$ cat config.mk
export PLATFORM = sky130hd
export DESIGN_NAME = wb_dma_burst
export DESIGN_NICKNAME = d
export VERILOG_FILES = /design/src/rtl/dma_pkg.sv /design/src/rtl/dma_sync_fifo.sv /design/src/rtl/wb_dma_burst.sv
export SDC_FILE = /design/constraint.sdc
export NUM_CORES = 1
export LEC_CHECK = 0
export ABC_AREA = 1
export CAP_MARGIN = 20
export CORE_AREA = 5 5 222 181
export CTS_CLUSTER_DIAMETER = 50
export DETAILED_ROUTE_END_ITERATION = 10
export DIE_AREA = 0 0 227 186
export PLACE_DENSITY = 0.86
export SLEW_MARGIN = 20
export SYNTH_ARGS = -nofsm -noshare
export SYNTH_HDL_FRONTEND = slang
export SYNTH_SLANG_ARGS = --single-unit
$ cat constraint.sdc
create_clock -name clk -period 5 [get_ports clk]
set_clock_uncertainty 0.15 [all_clocks]
set_input_delay 1 -clock clk [delete_from_list [all_inputs] [get_ports clk]]
set_output_delay 1 -clock clk [all_outputs]
set_load 0.01 [all_outputs]
$ cat src/rtl/dma_pkg.sv
// dma_pkg: shared definitions for the wb_dma_burst engine.
//   - Register window offsets (low five address bits inside the 32-byte window)
//   - MODE encodings written to CTRL[2:1]
//   - Transfer FSM state type
package dma_pkg;

    localparam logic [4:0] OFF_CTRL   = 5'h00;
    localparam logic [4:0] OFF_STATUS = 5'h04;
    localparam logic [4:0] OFF_SRC    = 5'h08;
    localparam logic [4:0] OFF_DST    = 5'h0C;
    localparam logic [4:0] OFF_LEN    = 5'h10;
    localparam logic [4:0] OFF_COUNT  = 5'h14;

    // Mode 3 is reserved and behaves like memory-to-memory.
    localparam logic [1:0] MODE_MEM2PER = 2'd0;
    localparam logic [1:0] MODE_PER2MEM = 2'd1;
    localparam logic [1:0] MODE_MEM2MEM = 2'd2;

    typedef enum logic [1:0] {
        IDLE   = 2'd0,
        READ   = 2'd1,
        WRITE  = 2'd2,
        FINISH = 2'd3
    } dma_state_e;

endpackage

$ cat src/rtl/dma_sync_fifo.sv
// dma_sync_fifo: single-clock first-word-fall-through FIFO used as the
// burst buffer between the read and write phases of the DMA.
// Ports:
//   clk, rst        clock, synchronous active-high reset (empties the FIFO)
//   flush           empty the FIFO immediately (abort path)
//   push, din       write one word when not full
//   pop             discard the head word when not empty
//   dout            current head word (valid whenever empty is low)
//   full, empty     occupancy flags
module dma_sync_fifo #(
    parameter int WIDTH = 32,
    parameter int DEPTH = 8
) (
    input  logic             clk,
    input  logic             rst,
    input  logic             flush,
    input  logic             push,
    input  logic [WIDTH-1:0] din,
    input  logic             pop,
    output logic [WIDTH-1:0] dout,
    output logic             full,
    output logic             empty
);

    localparam int AW = (DEPTH > 1) ? $clog2(DEPTH) : 1;

    logic [WIDTH-1:0] mem [DEPTH];
    logic [AW-1:0]    wr_ptr_q, wr_ptr_d;
    logic [AW-1:0]    rd_ptr_q, rd_ptr_d;
    logic [AW:0]      cnt_q, cnt_d;
    logic             do_push, do_pop;

    // Explicit wrap so non-power-of-two depths would also work.
    function automatic logic [AW-1:0] ptr_inc(input logic [AW-1:0] p);
        ptr_inc = (p == AW'(DEPTH - 1)) ? '0 : p + 1'b1;
    endfunction

    assign full    = (cnt_q == (AW + 1)'(DEPTH));
    assign empty   = (cnt_q == '0);
    assign do_push = push & ~full;
    assign do_pop  = pop & ~empty;
    // Head is read combinationally so the word is visible without a pop.
    assign dout    = mem[rd_ptr_q];

    always_comb begin
        wr_ptr_d = wr_ptr_q;
        rd_ptr_d = rd_ptr_q;
        cnt_d    = cnt_q;
        if (flush) begin
            wr_ptr_d = '0;
            rd_ptr_d = '0;
            cnt_d    = '0;
        end else begin
            if (do_push) wr_ptr_d = ptr_inc(wr_ptr_q);
            if (do_pop)  rd_ptr_d = ptr_inc(rd_ptr_q);
            case ({do_push, do_pop})
                2'b10:   cnt_d = cnt_q + 1'b1;
                2'b01:   cnt_d = cnt_q - 1'b1;
                default: cnt_d = cnt_q;
            endcase
        end
    end

    always_ff @(posedge clk) begin
        if (rst) begin
            wr_ptr_q <= '0;
            rd_ptr_q <= '0;
            cnt_q    <= '0;
        end else begin
            wr_ptr_q <= wr_ptr_d;
            rd_ptr_q <= rd_ptr_d;
            cnt_q    <= cnt_d;
        end
    end

    // Storage is not reset; the pointers define what is valid.
    always_ff @(posedge clk) begin
        if (do_push && !flush) mem[wr_ptr_q] <= din;
    end

endmodule

$ cat src/rtl/wb_dma_burst.sv
// wb_dma_burst: Wishbone DMA engine. The CPU programs SRC/DST/LEN/CTRL
// through a 32-byte slave register window; the engine then moves LEN words
// over a Wishbone classic master port, reading up to BURST words into a
// FIFO and then draining them, until all words are written.
// Optional build macro: DMA_IRQ_EN -- when defined, CTRL[3] is an RW
// ERR_MASK bit and irq = DONE & ~ERR_MASK; otherwise irq is tied low.
// Ports:
//   clk, rst                 clock, synchronous active-high reset
//   s_stb/s_cyc/s_we/s_sel   CPU slave request (s_sel ignored)
//   s_adr, s_dat_i           slave address / write data
//   s_ack, s_dat_o           one-cycle slave acknowledge / read data
//   m_stb/m_cyc/m_we/m_sel   master request (m_sel = F while m_cyc)
//   m_adr, m_dat_o           master address / write data
//   m_ack, m_dat_i           master acknowledge / read data
//   busy                     transfer in progress (FSM not IDLE)
//   irq                      done interrupt
module wb_dma_burst
    import dma_pkg::*;
#(
    parameter logic [31:0] BASE_ADDR = 32'h3000_0080,
    parameter int          BURST     = 8,
    parameter int          LEN_W     = 16,
    parameter int          TIMEOUT   = 1024
) (
    input  logic        clk,
    input  logic        rst,
    input  logic        s_stb,
    input  logic        s_cyc,
    input  logic        s_we,
    input  logic [3:0]  s_sel,
    input  logic [31:0] s_adr,
    input  logic [31:0] s_dat_i,
    output logic        s_ack,
    output logic [31:0] s_dat_o,
    output logic        m_stb,
    output logic        m_cyc,
    output logic        m_we,
    output logic [3:0]  m_sel,
    output logic [31:0] m_adr,
    output logic [31:0] m_dat_o,
    input  logic        m_ack,
    input  logic [31:0] m_dat_i,
    output logic        busy,
    output logic        irq
);

    localparam int CW = $clog2(BURST) + 1;
    localparam int TW = $clog2(TIMEOUT + 1);

    dma_state_e       state_q, state_d;
    logic [1:0]       mode_q, mode_d;
    logic             done_q, done_d;
    logic             err_q, err_d;
    logic [31:0]      src_q, src_d;
    logic [31:0]      dst_q, dst_d;
    logic [LEN_W-1:0] len_q, len_d;
    logic [LEN_W-1:0] count_q, count_d;
    logic [31:0]      rd_ptr_q, rd_ptr_d;
    logic [31:0]      wr_ptr_q, wr_ptr_d;
    logic [CW-1:0]    rd_cnt_q, rd_cnt_d;
    logic             m_stb_q, m_stb_d;
    logic             m_we_q, m_we_d;
    logic [TW-1:0]    tmo_q, tmo_d;
    logic             s_ack_q, s_ack_d;
    logic [31:0]      s_dat_q, s_dat_d;
`ifdef DMA_IRQ_EN
    logic             err_mask_q, err_mask_d;
`endif

    logic             hit, wr_en, start;
    logic [4:0]       off;
    logic [31:0]      rdata, ctrl_rd;
    logic [LEN_W-1:0] remaining;
    logic [CW-1:0]    chunk;
    logic             tmo_expire;
    logic             fifo_push, fifo_pop, fifo_flush;
    logic             fifo_full, fifo_empty;
    logic [31:0]      fifo_head;
    logic             unused_ok;

    assign unused_ok = ^{s_sel, fifo_full};

    dma_sync_fifo #(
        .WIDTH (32),
        .DEPTH (BURST)
    ) u_fifo (
        .clk   (clk),
        .rst   (rst),
        .flush (fifo_flush),
        .push  (fifo_push),
        .din   (m_dat_i),
        .pop   (fifo_pop),
        .dout  (fifo_head),
        .full  (fifo_full),
        .empty (fifo_empty)
    );

    assign busy    = (state_q != IDLE);
    assign s_ack   = s_ack_q;
    assign s_dat_o = s_dat_q;
    assign m_stb   = m_stb_q;
    assign m_cyc   = m_stb_q;
    assign m_we    = m_we_q;
    assign m_sel   = m_stb_q ? 4'hF : 4'h0;
    assign m_adr   = m_stb_q ? (m_we_q ? wr_ptr_q : rd_ptr_q) : 32'h0;
    assign m_dat_o = (m_stb_q && m_we_q) ? fifo_head : 32'h0;

`ifdef DMA_IRQ_EN
    assign irq     = done_q & ~err_mask_q;
    assign ctrl_rd = {28'h0, err_mask_q, mode_q, 1'b0};
`else
    assign irq     = 1'b0;
    assign ctrl_rd = {29'h0, mode_q, 1'b0};
`endif

    assign hit       = (s_adr[31:5] == BASE_ADDR[31:5]);
    assign off       = s_adr[4:0];
    // COUNT is constant during READ, so the chunk size can be derived live.
    assign remaining = len_q - count_q;
    assign chunk     = (remaining >= LEN_W'(BURST)) ? CW'(BURST) : CW'(remaining);
    assign tmo_expire = m_stb_q && !m_ack && (tmo_q == TW'(TIMEOUT - 1));

    always_comb begin
        case (off)
            OFF_CTRL:   rdata = ctrl_rd;
            OFF_STATUS: rdata = {29'h0, err_q, done_q, busy};
            OFF_SRC:    rdata = src_q;
            OFF_DST:    rdata = dst_q;
            OFF_LEN:    rdata = 32'(len_q);
            OFF_COUNT:  rdata = 32'(count_q);
            default:    rdata = 32'h0;
        endcase
    end

    always_comb begin
        state_d    = state_q;
        mode_d     = mode_q;
        done_d     = done_q;
        err_d      = err_q;
        src_d      = src_q;
        dst_d      = dst_q;
        len_d      = len_q;
        count_d    = count_q;
        rd_ptr_d   = rd_ptr_q;
        wr_ptr_d   = wr_ptr_q;
        rd_cnt_d   = rd_cnt_q;
        m_stb_d    = m_stb_q;
        m_we_d     = m_we_q;
        tmo_d      = tmo_q;
        fifo_push  = 1'b0;
        fifo_pop   = 1'b0;
        fifo_flush = 1'b0;
        start      = 1'b0;
`ifdef DMA_IRQ_EN
        err_mask_d = err_mask_q;
`endif

        // Slave side: ack the cycle after a request is seen; the register
        // update lands on the same edge that raises s_ack.
        s_ack_d = s_stb & s_cyc & ~s_ack_q;
        wr_en   = s_ack_d & s_we & hit;
        s_dat_d = (s_ack_d && !s_we && hit) ? rdata : 32'h0;

        if (wr_en) begin
            case (off)
                OFF_CTRL: if (!busy) begin
                    mode_d = s_dat_i[2:1];
                    start  = s_dat_i[0];
`ifdef DMA_IRQ_EN
                    err_mask_d = s_dat_i[3];
`endif
                end
                OFF_STATUS: begin
                    if (s_dat_i[1]) done_d = 1'b0;
                    if (s_dat_i[2]) err_d  = 1'b0;
                end
                OFF_SRC: if (!busy) src_d = s_dat_i;
                OFF_DST: if (!busy) dst_d = s_dat_i;
                OFF_LEN: if (!busy) len_d = s_dat_i[LEN_W-1:0];
                default: ;
            endcase
        end

        if (start) begin
            if (len_q == '0) begin
                done_d = 1'b1;
            end else begin
                count_d  = '0;
                rd_ptr_d = src_q;
                wr_ptr_d = dst_q;
                rd_cnt_d = '0;
                done_d   = 1'b0;
                err_d    = 1'b0;
                state_d  = READ;
            end
        end

        // Master side. Hardware status updates come after the W1C handling
        // so a set on the same edge wins over a CPU clear.
        if (m_stb_q && !m_ack) tmo_d = tmo_q + 1'b1;

        if ((state_q == READ || state_q == WRITE) && tmo_expire) begin
            m_stb_d    = 1'b0;
            m_we_d     = 1'b0;
            err_d      = 1'b1;
            done_d     = 1'b1;
            fifo_flush = 1'b1;
            state_d    = IDLE;
        end else begin
            case (state_q)
                READ: begin
                    if (m_stb_q) begin
                        if (m_ack) begin
                            fifo_push = 1'b1;
                            m_stb_d   = 1'b0;
                            rd_cnt_d  = rd_cnt_q + 1'b1;
                            if (mode_q != MODE_PER2MEM) rd_ptr_d = rd_ptr_q + 32'd4;
                            if ((rd_cnt_q + 1'b1) == chunk) state_d = WRITE;
                        end
                    end else begin
                        m_stb_d = 1'b1;
                        m_we_d  = 1'b0;
                        tmo_d   = '0;
                    end
                end
                WRITE: begin
                    if (m_stb_q) begin
                        if (m_ack) begin
                            fifo_pop = 1'b1;
                            m_stb_d  = 1'b0;
                            m_we_d   = 1'b0;
                            count_d  = count_q + 1'b1;
                            if (mode_q != MODE_MEM2PER) wr_ptr_d = wr_ptr_q + 32'd4;
                        end
                    end else if (fifo_empty) begin
                        rd_cnt_d = '0;
                        state_d  = (count_q == len_q) ? FINISH : READ;
                    end else begin
                        m_stb_d = 1'b1;
                        m_we_d  = 1'b1;
                        tmo_d   = '0;
                    end
                end
                FINISH: begin
                    done_d  = 1'b1;
                    state_d = IDLE;
                end
                default: ;
            endcase
        end
    end

    always_ff @(posedge clk) begin
        if (rst) begin
            state_q    <= IDLE;
            mode_q     <= '0;
            done_q     <= 1'b0;
            err_q      <= 1'b0;
            src_q      <= '0;
            dst_q      <= '0;
            len_q      <= '0;
            count_q    <= '0;
            rd_ptr_q   <= '0;
            wr_ptr_q   <= '0;
            rd_cnt_q   <= '0;
            m_stb_q    <= 1'b0;
            m_we_q     <= 1'b0;
            tmo_q      <= '0;
            s_ack_q    <= 1'b0;
            s_dat_q    <= '0;
`ifdef DMA_IRQ_EN
            err_mask_q <= 1'b0;
`endif
        end else begin
            state_q    <= state_d;
            mode_q     <= mode_d;
            done_q     <= done_d;
            err_q      <= err_d;
            src_q      <= src_d;
            dst_q      <= dst_d;
            len_q      <= len_d;
            count_q    <= count_d;
            rd_ptr_q   <= rd_ptr_d;
            wr_ptr_q   <= wr_ptr_d;
            rd_cnt_q   <= rd_cnt_d;
            m_stb_q    <= m_stb_d;
            m_we_q     <= m_we_d;
            tmo_q      <= tmo_d;
            s_ack_q    <= s_ack_d;
            s_dat_q    <= s_dat_d;
`ifdef DMA_IRQ_EN
            err_mask_q <= err_mask_d;
`endif
        end
    end

endmodule

==> results of run 1 <==
## sequential cells by signal, indices dropped and copies added (netlist names), 3 cells and up, named ones only
signal	flops
u_fifo.cnt_q	4
u_fifo.mem	256
len_q	16
wr_ptr_q	32
src_q	32
dst_q	32
tmo_q	11
rd_cnt_q	4
u_fifo.wr_ptr_q	3
s_dat_o	32
rd_ptr_q	32
count_q	16
u_fifo.rd_ptr_q	3
## routing by layer
layer  global-route usage  share of wire  vias up
li1                     -              -     9380
met1                0.402           0.40     9537
met2                0.491           0.47     1090
met3               0.0492          0.092      190
met4                0.120          0.041        0
met5                    0              0        -
## kinds of logic after synthesis
family / Yosys count / share of synthesized area
buffers and inverters: 474 / 0.0819
other: 1 / 0.000160
flip-flops: 485 / 0.524
adder cells (fa/ha/maj): 33 / 0.0183
XOR/XNOR: 52 / 0.0194
AO/OA/AOI/OAI: 674 / 0.181
AND/OR/NAND/NOR: 948 / 0.175
## through the flow
stage | cells | area (um2) | worst slack, ns
after detailed placement | 3259 | 25800 | 0.928
after global routing | 3349 | 27400 | 0.581
after CTS | 3349 | 27400 | 0.779
after floorplan | 2667 | 23400 | 1.47
final | 3349 | 27400 | 0.752
after global placement | 3259 | 25800 | 1.01
## cell type report
type                       instances  area (um2)  share of cell area
multi-input combinational       1708        9310               0.340
tap                              495         619              0.0226
sequential                       485       12300               0.448
clock inverter                    23         208             0.00759
timing repair buffer             238        2310              0.0844
clock buffer                      67        1400              0.0510
inverter                         333        1250              0.0458
## report_power, final
group | switching, mW | total [mW] | leakage, nW | internal, mW
Sequential | 0.0108 | 4.20 | 4.15 | 4.19
Combinational | 0.225 | 0.370 | 5.37 | 0.145
Clock | 1.55 | 3.62 | 0.790 | 2.07
Total | 1.79 | 8.19 | 10.3 | 6.41
## final timing paths
check | startpoint | to | slack, ns
setup reg to reg | m_cyc$_SDFFE_PP0N_ | tmo_q[4]$_SDFF_PP0_ | 1.92
hold reg to reg | rd_ptr_q[0]$_SDFFE_PP0P_ | rd_ptr_q[0]$_SDFFE_PP0P_ | 0.31
hold / removal | rd_ptr_q[0]$_SDFFE_PP0P_ | rd_ptr_q[0]$_SDFFE_PP0P_ | 0.31
setup / recovery | register | m_dat_o[0] | 0.75
## cell usage in the layout, fill, tap and decap left out, types with 9 or more instances in the layout
cell / count
a211oi_1: 21
a211oi_2: 58
a21oi_1: 149
a31oi_1: 39
buf_4: 32
clkbuf_1: 9
clkbuf_16: 50
clkdlybuf4s50_1: 205
clkinv_2: 9
dfxtp_1: 226
edfxtp_1: 256
ha_1: 31
inv_1: 310
inv_2: 18
nand2_1: 342
nand3_1: 67
nand3b_1: 9
nand4_1: 31
nor2_1: 398
nor2_4: 13
nor3_1: 32
nor4_1: 14
o211ai_1: 63
o21ai_0: 260
o22ai_1: 48
xor2_1: 45
## critical path, cell delays in order (launching register included)
cell	delay, ns
dfxtp_4	0.46
inv_2	0.28
buf_4	0.47
o21ai_0	0.17
o22ai_1	0.19
o21ai_0	0.11
a31oi_1	0.22
clkdlybuf4s50_1	0.60
==> flow_summary.toml, run 1 <==
[clock_network]
clkTransAtPathRegs_ns = 0.06
holdBufCountCts = 0
post_cts_buffers = 0
root_buffer = "clkbuf_16"
numCtsBuffers = 49
clock-sinks = 485
cts_buffer_depth = 3
cts_max_level = 2
cts_tree = "yes"
post_cts_resized = 0
clock_latency_ns = 0.57

[timing]
timing.hold.ws_ns = 0.313
hold_viol_final = 0
setup_tns_ns = 0
slew_violations = 0
rsz0062_at_grt = "false"
fin_crit_sh = 0.850
max_freq_mhz = 235
layout_min_cycle_time_ns = 4.25
finalSetupViolCount = 0
worstMarginPinSlew_ns = 1.11
max-slew-margin-rel = 0.258

[floorplanning]
num_rows = 64
io_pins = 212
die_area_um2 = 42200
die-width_um = 227
core_um2 = 37700
initial_utilization = 0.621
die_h_um = 186

[yosys]
synth-warning-count = 0
synth-seq-area-share = 0.524
ys.flop_type = "edfxtp_1"
syn_nets = 2806
yosysUniqueCellTypes = 62
synth.most_common_cell = "nor2_1"
synth.area.top_cells = "edfxtp_1 (33%), dfxtp_1 (20%), nor2_1 (6.5%), o21ai_0 (5.6%), nand2_1 (5.5%)"
synth_async_sr_flop_share = 0
yosysTopAreaCell = "edfxtp_1"
syn_area_per_cell_um2 = 8.78
synth_area_um2 = 23400
synth_top_area_frac = 0.328
synthCells = 2667
synth_commonest_cells = "nor2_1 (406), nand2_1 (342), inv_1 (311)"
ys_seq_elements = 485
synth-edff-count = 256

[routing]
firstDrtPassIters = 6
vias_per_cell = 6.03
wl_per_cell_um = 19.4
drtIter0Drc = 2466
ant_nets = 0
drc_errors = 0
num_vias = 20200
routed_wl_um = 64900

[critical_path]
path_class = "register to output port"
cp-end-kind = "output port"
reg2regPathDepth = 16
cp_max_fo = 49
critPathRequiredTime_ns = 3.85
arrival_ns = 3.10
startpoint_type = "register"

[worst_hold_path]
holdPathStages = 2
hold_path_class = "register to register"

[global_route]
grt_pass1_wl_um = 102000
grt_pass1_vias = 19600
antenna_found_initial = 0
grt_overflow = 0
grt_max_degree = 68
track_usage = 0.299

[cells_and_area]
final_util = 0.726
fillers = 2726
syn_to_final_growth_pct = 16.9
layout-drive-gt1-share = 0.0851
fin_nets = 2954
num_antenna_cells = 0

[power_and_ir_drop]
p_total_mw = 8.19
ir_drop_mv = 0.282
p_leak_nw = 10.3
p_per_area_nw_per_um2 = 299

[run_status]
status = "completed"

[placed_design]
gp_congestion = 0.938
io_buffers = 206
dpl.hpwl_um = 42500

[run]
max-cap-violations = 0
(Power assumes the default switching activity.)
==> run 2: changes to the inputs <==
--- a/config.mk
+++ b/config.mk
@@ -7,11 +7,11 @@
 export LEC_CHECK = 0
 export ABC_AREA = 1
 export CAP_MARGIN = 20
-export CORE_AREA = 5 5 222 181
+export CORE_AREA = 5 5 231 188
 export CTS_CLUSTER_DIAMETER = 50
 export DETAILED_ROUTE_END_ITERATION = 10
-export DIE_AREA = 0 0 227 186
-export PLACE_DENSITY = 0.86
+export DIE_AREA = 0 0 236 193
+export PLACE_DENSITY = 0.8
 export SLEW_MARGIN = 20
 export SYNTH_ARGS = -nofsm -noshare
 export SYNTH_HDL_FRONTEND = slang
==> constraint.sdc (replaced) <==
create_clock -name clk -period 4.44 [get_ports clk]
set_clock_uncertainty 0.15 [all_clocks]
set_input_delay 0.888 -clock clk [delete_from_list [all_inputs] [get_ports clk]]
set_output_delay 0.888 -clock clk [all_outputs]
set_load 0.01 [all_outputs]
==> flow_summary.toml, run 2 (same netlist as run 1, synthesis figures left out) <==
[timing]
worstMarginPinSlew_ns = 0.978
finalSetupViolCount = 0
layout_min_cycle_time_ns = 4.04
timing.hold.ws_ns = 0.310
hold_viol_final = 0
rsz0062_at_grt = "false"
layout_setup_ws_ns = 0.402
slew_violations = 0
max_freq_mhz = 248
fin_crit_sh = 0.910
setup_tns_ns = 0
max-slew-margin-rel = 0.348

[critical_path]
cp-end-kind = "output port"
arrival_ns = 3.00
cp_cell_sequence = "inv_2 -> buf_12 -> o21ai_0 -> o22ai_1 -> o21ai_0 -> a31oi_1 -> clkdlybuf4s50_1"
cp_max_fo = 74
path_class = "register to output port"
path_buf_inv = 3
startpoint_type = "register"
cpMostUsedCell = "o21ai_0"
max_stage_delay_ns = 0.61
cp_slowest_cell = "clkdlybuf4s50_1"
cp_top_family = "buffers and inverters"
critPathRequiredTime_ns = 3.40

[global_route]
grt_overflow = 0
grt_pass1_vias = 19300
antenna_found_initial = 0
track_usage = 0.276
grt_max_degree = 129
grt_pass1_wl_um = 102000

[clock_network]
post_cts_buffers = 0
cts_tree = "yes"
numCtsBuffers = 51
cts_max_level = 2
cts_buffer_depth = 3
post_cts_resized = 0
root_buffer = "clkbuf_16"
clkTransAtPathRegs_ns = 0.06
clock_latency_ns = 0.60
clock-sinks = 485
holdBufCountCts = 0

[placed_design]
io_buffers = 206
pre_cts_slack_ns = 0.462
gp_congestion = 0.911
dpl.hpwl_um = 42500

[run_status]
status = "completed"

[floorplanning]
io_pins = 212
die_area_um2 = 45500
die_h_um = 193
core_um2 = 41200
initial_utilization = 0.569
num_rows = 67
die-width_um = 236

[cells_and_area]
num_antenna_cells = 0
syn_to_final_growth_pct = 17.9
mostFrequentLayoutCell = "nor2_1"
fillers = 3222
layout-drive-gt1-share = 0.0842
fin_nets = 2959
final_cell_mix = "nor2_1 (398), nand2_1 (342), inv_1 (310)"
largest_reg_flops = 256
regMostFlops = "u_fifo.mem"

[run]
max-cap-violations = 0

[routing]
ant_nets = 0
routed_wl_um = 64800
drtIter0Drc = 2542
num_vias = 19900
drc_errors = 0
vias_per_cell = 5.82
wl_per_cell_um = 19.0
firstDrtPassIters = 6

[power_and_ir_drop]
p_per_area_nw_per_um2 = 335
ir_drop_mv = 0.337
p_leak_nw = 10.3

[worst_hold_path]
hold_path_class = "register to register"
run 2: changes by cell type in the layout (fill, tap and decap cells not counted), moves of 2 or more:
| cell | change |
|---|---|
| buf_12 | +11 |
| buf_4 | -8 |
| clkbuf_1 | +7 |
| clkbuf_8 | -5 |
| clkinv_1 | +2 |
| inv_6 | +2 |
run 2: report_power, final:
part	switching (mW)	leakage (nW)	internal, mW
clock	1.79	0.780	2.31
combinational	0.256	5.42	0.166
sequential	0.0119	4.15	4.72
total	2.05	10.3	7.20
run 2: metrics by stage:
stage,area (um2),instances,utilization,total power [mW]
6_report,27600,3413,0.671,9.25
5_1_grt,27600,3413,0.671,9.54
4_1_cts,27600,3413,0.671,9.31
3_5_place_dp,26000,3319,0.632,5.24
3_3_place_gp,26000,3319,0.632,5.23
2_1_floorplan,23400,2667,-,5.03
run 2: worst register-to-register path: cells and delay by family (launching register included):
family / cells / cell delay (ns)
buffers and inverters: 5 / 0.96
and+or+nand+nor: 8 / 1.11
DFF: 1 / 0.52
AOI/OAI and AO/OA: 3 / 0.38
run 2: worst paths after layout:
| check | startpoint | end | slack [ns] | cells past startpoint |
|---|---|---|---|---|
| worst max-delay path | register | m_dat_o[31] | 0.40 | 7 |
| worst min-delay path | dst_q[16]$_SDFFE_PP0P_ | s_dat_o[16]$_SDFF_PP0_ | 0.31 | 2 |
| worst max register to register | m_cyc$_SDFFE_PP0N_ | tmo_q[4]$_SDFF_PP0_ | 1.28 | 16 |
| worst min register to register | dst_q[16]$_SDFFE_PP0P_ | s_dat_o[16]$_SDFF_PP0_ | 0.31 | 2 |
run 2: cell type report:
cell class | count | area [um2] | share of cell area
clock buffer | 70 | 1380 | 0.0499
clock inverter | 24 | 228 | 0.00825
inverter | 333 | 1260 | 0.0455
multi-input combinational | 1708 | 9310 | 0.337
sequential | 485 | 12300 | 0.445
tap | 552 | 691 | 0.0250
timing repair buffer | 241 | 2470 | 0.0895
run 2: routing by layer:
layer  part of all wire  GRT usage  wire length (um)  vias up
met2               0.46      0.452             30100      910
li1                   -          -                 -     9396
met1               0.42      0.377             27100     9438
met5                  0          0                 0        -
met3              0.085     0.0455              5490      133
met4              0.033      0.102              2120        0
==> run 3: changes to the inputs <==
--- a/config.mk
+++ b/config.mk
@@ -6,7 +6,6 @@
 export NUM_CORES = 1
 export LEC_CHECK = 0
 export ABC_AREA = 1
-export CAP_MARGIN = 20
 export CORE_AREA = 5 5 231 188
 export CTS_CLUSTER_DIAMETER = 50
 export DETAILED_ROUTE_END_ITERATION = 10
==> results of run 3 <==
Same layout as run 2: the final DEF is identical, and so are final timing and power.
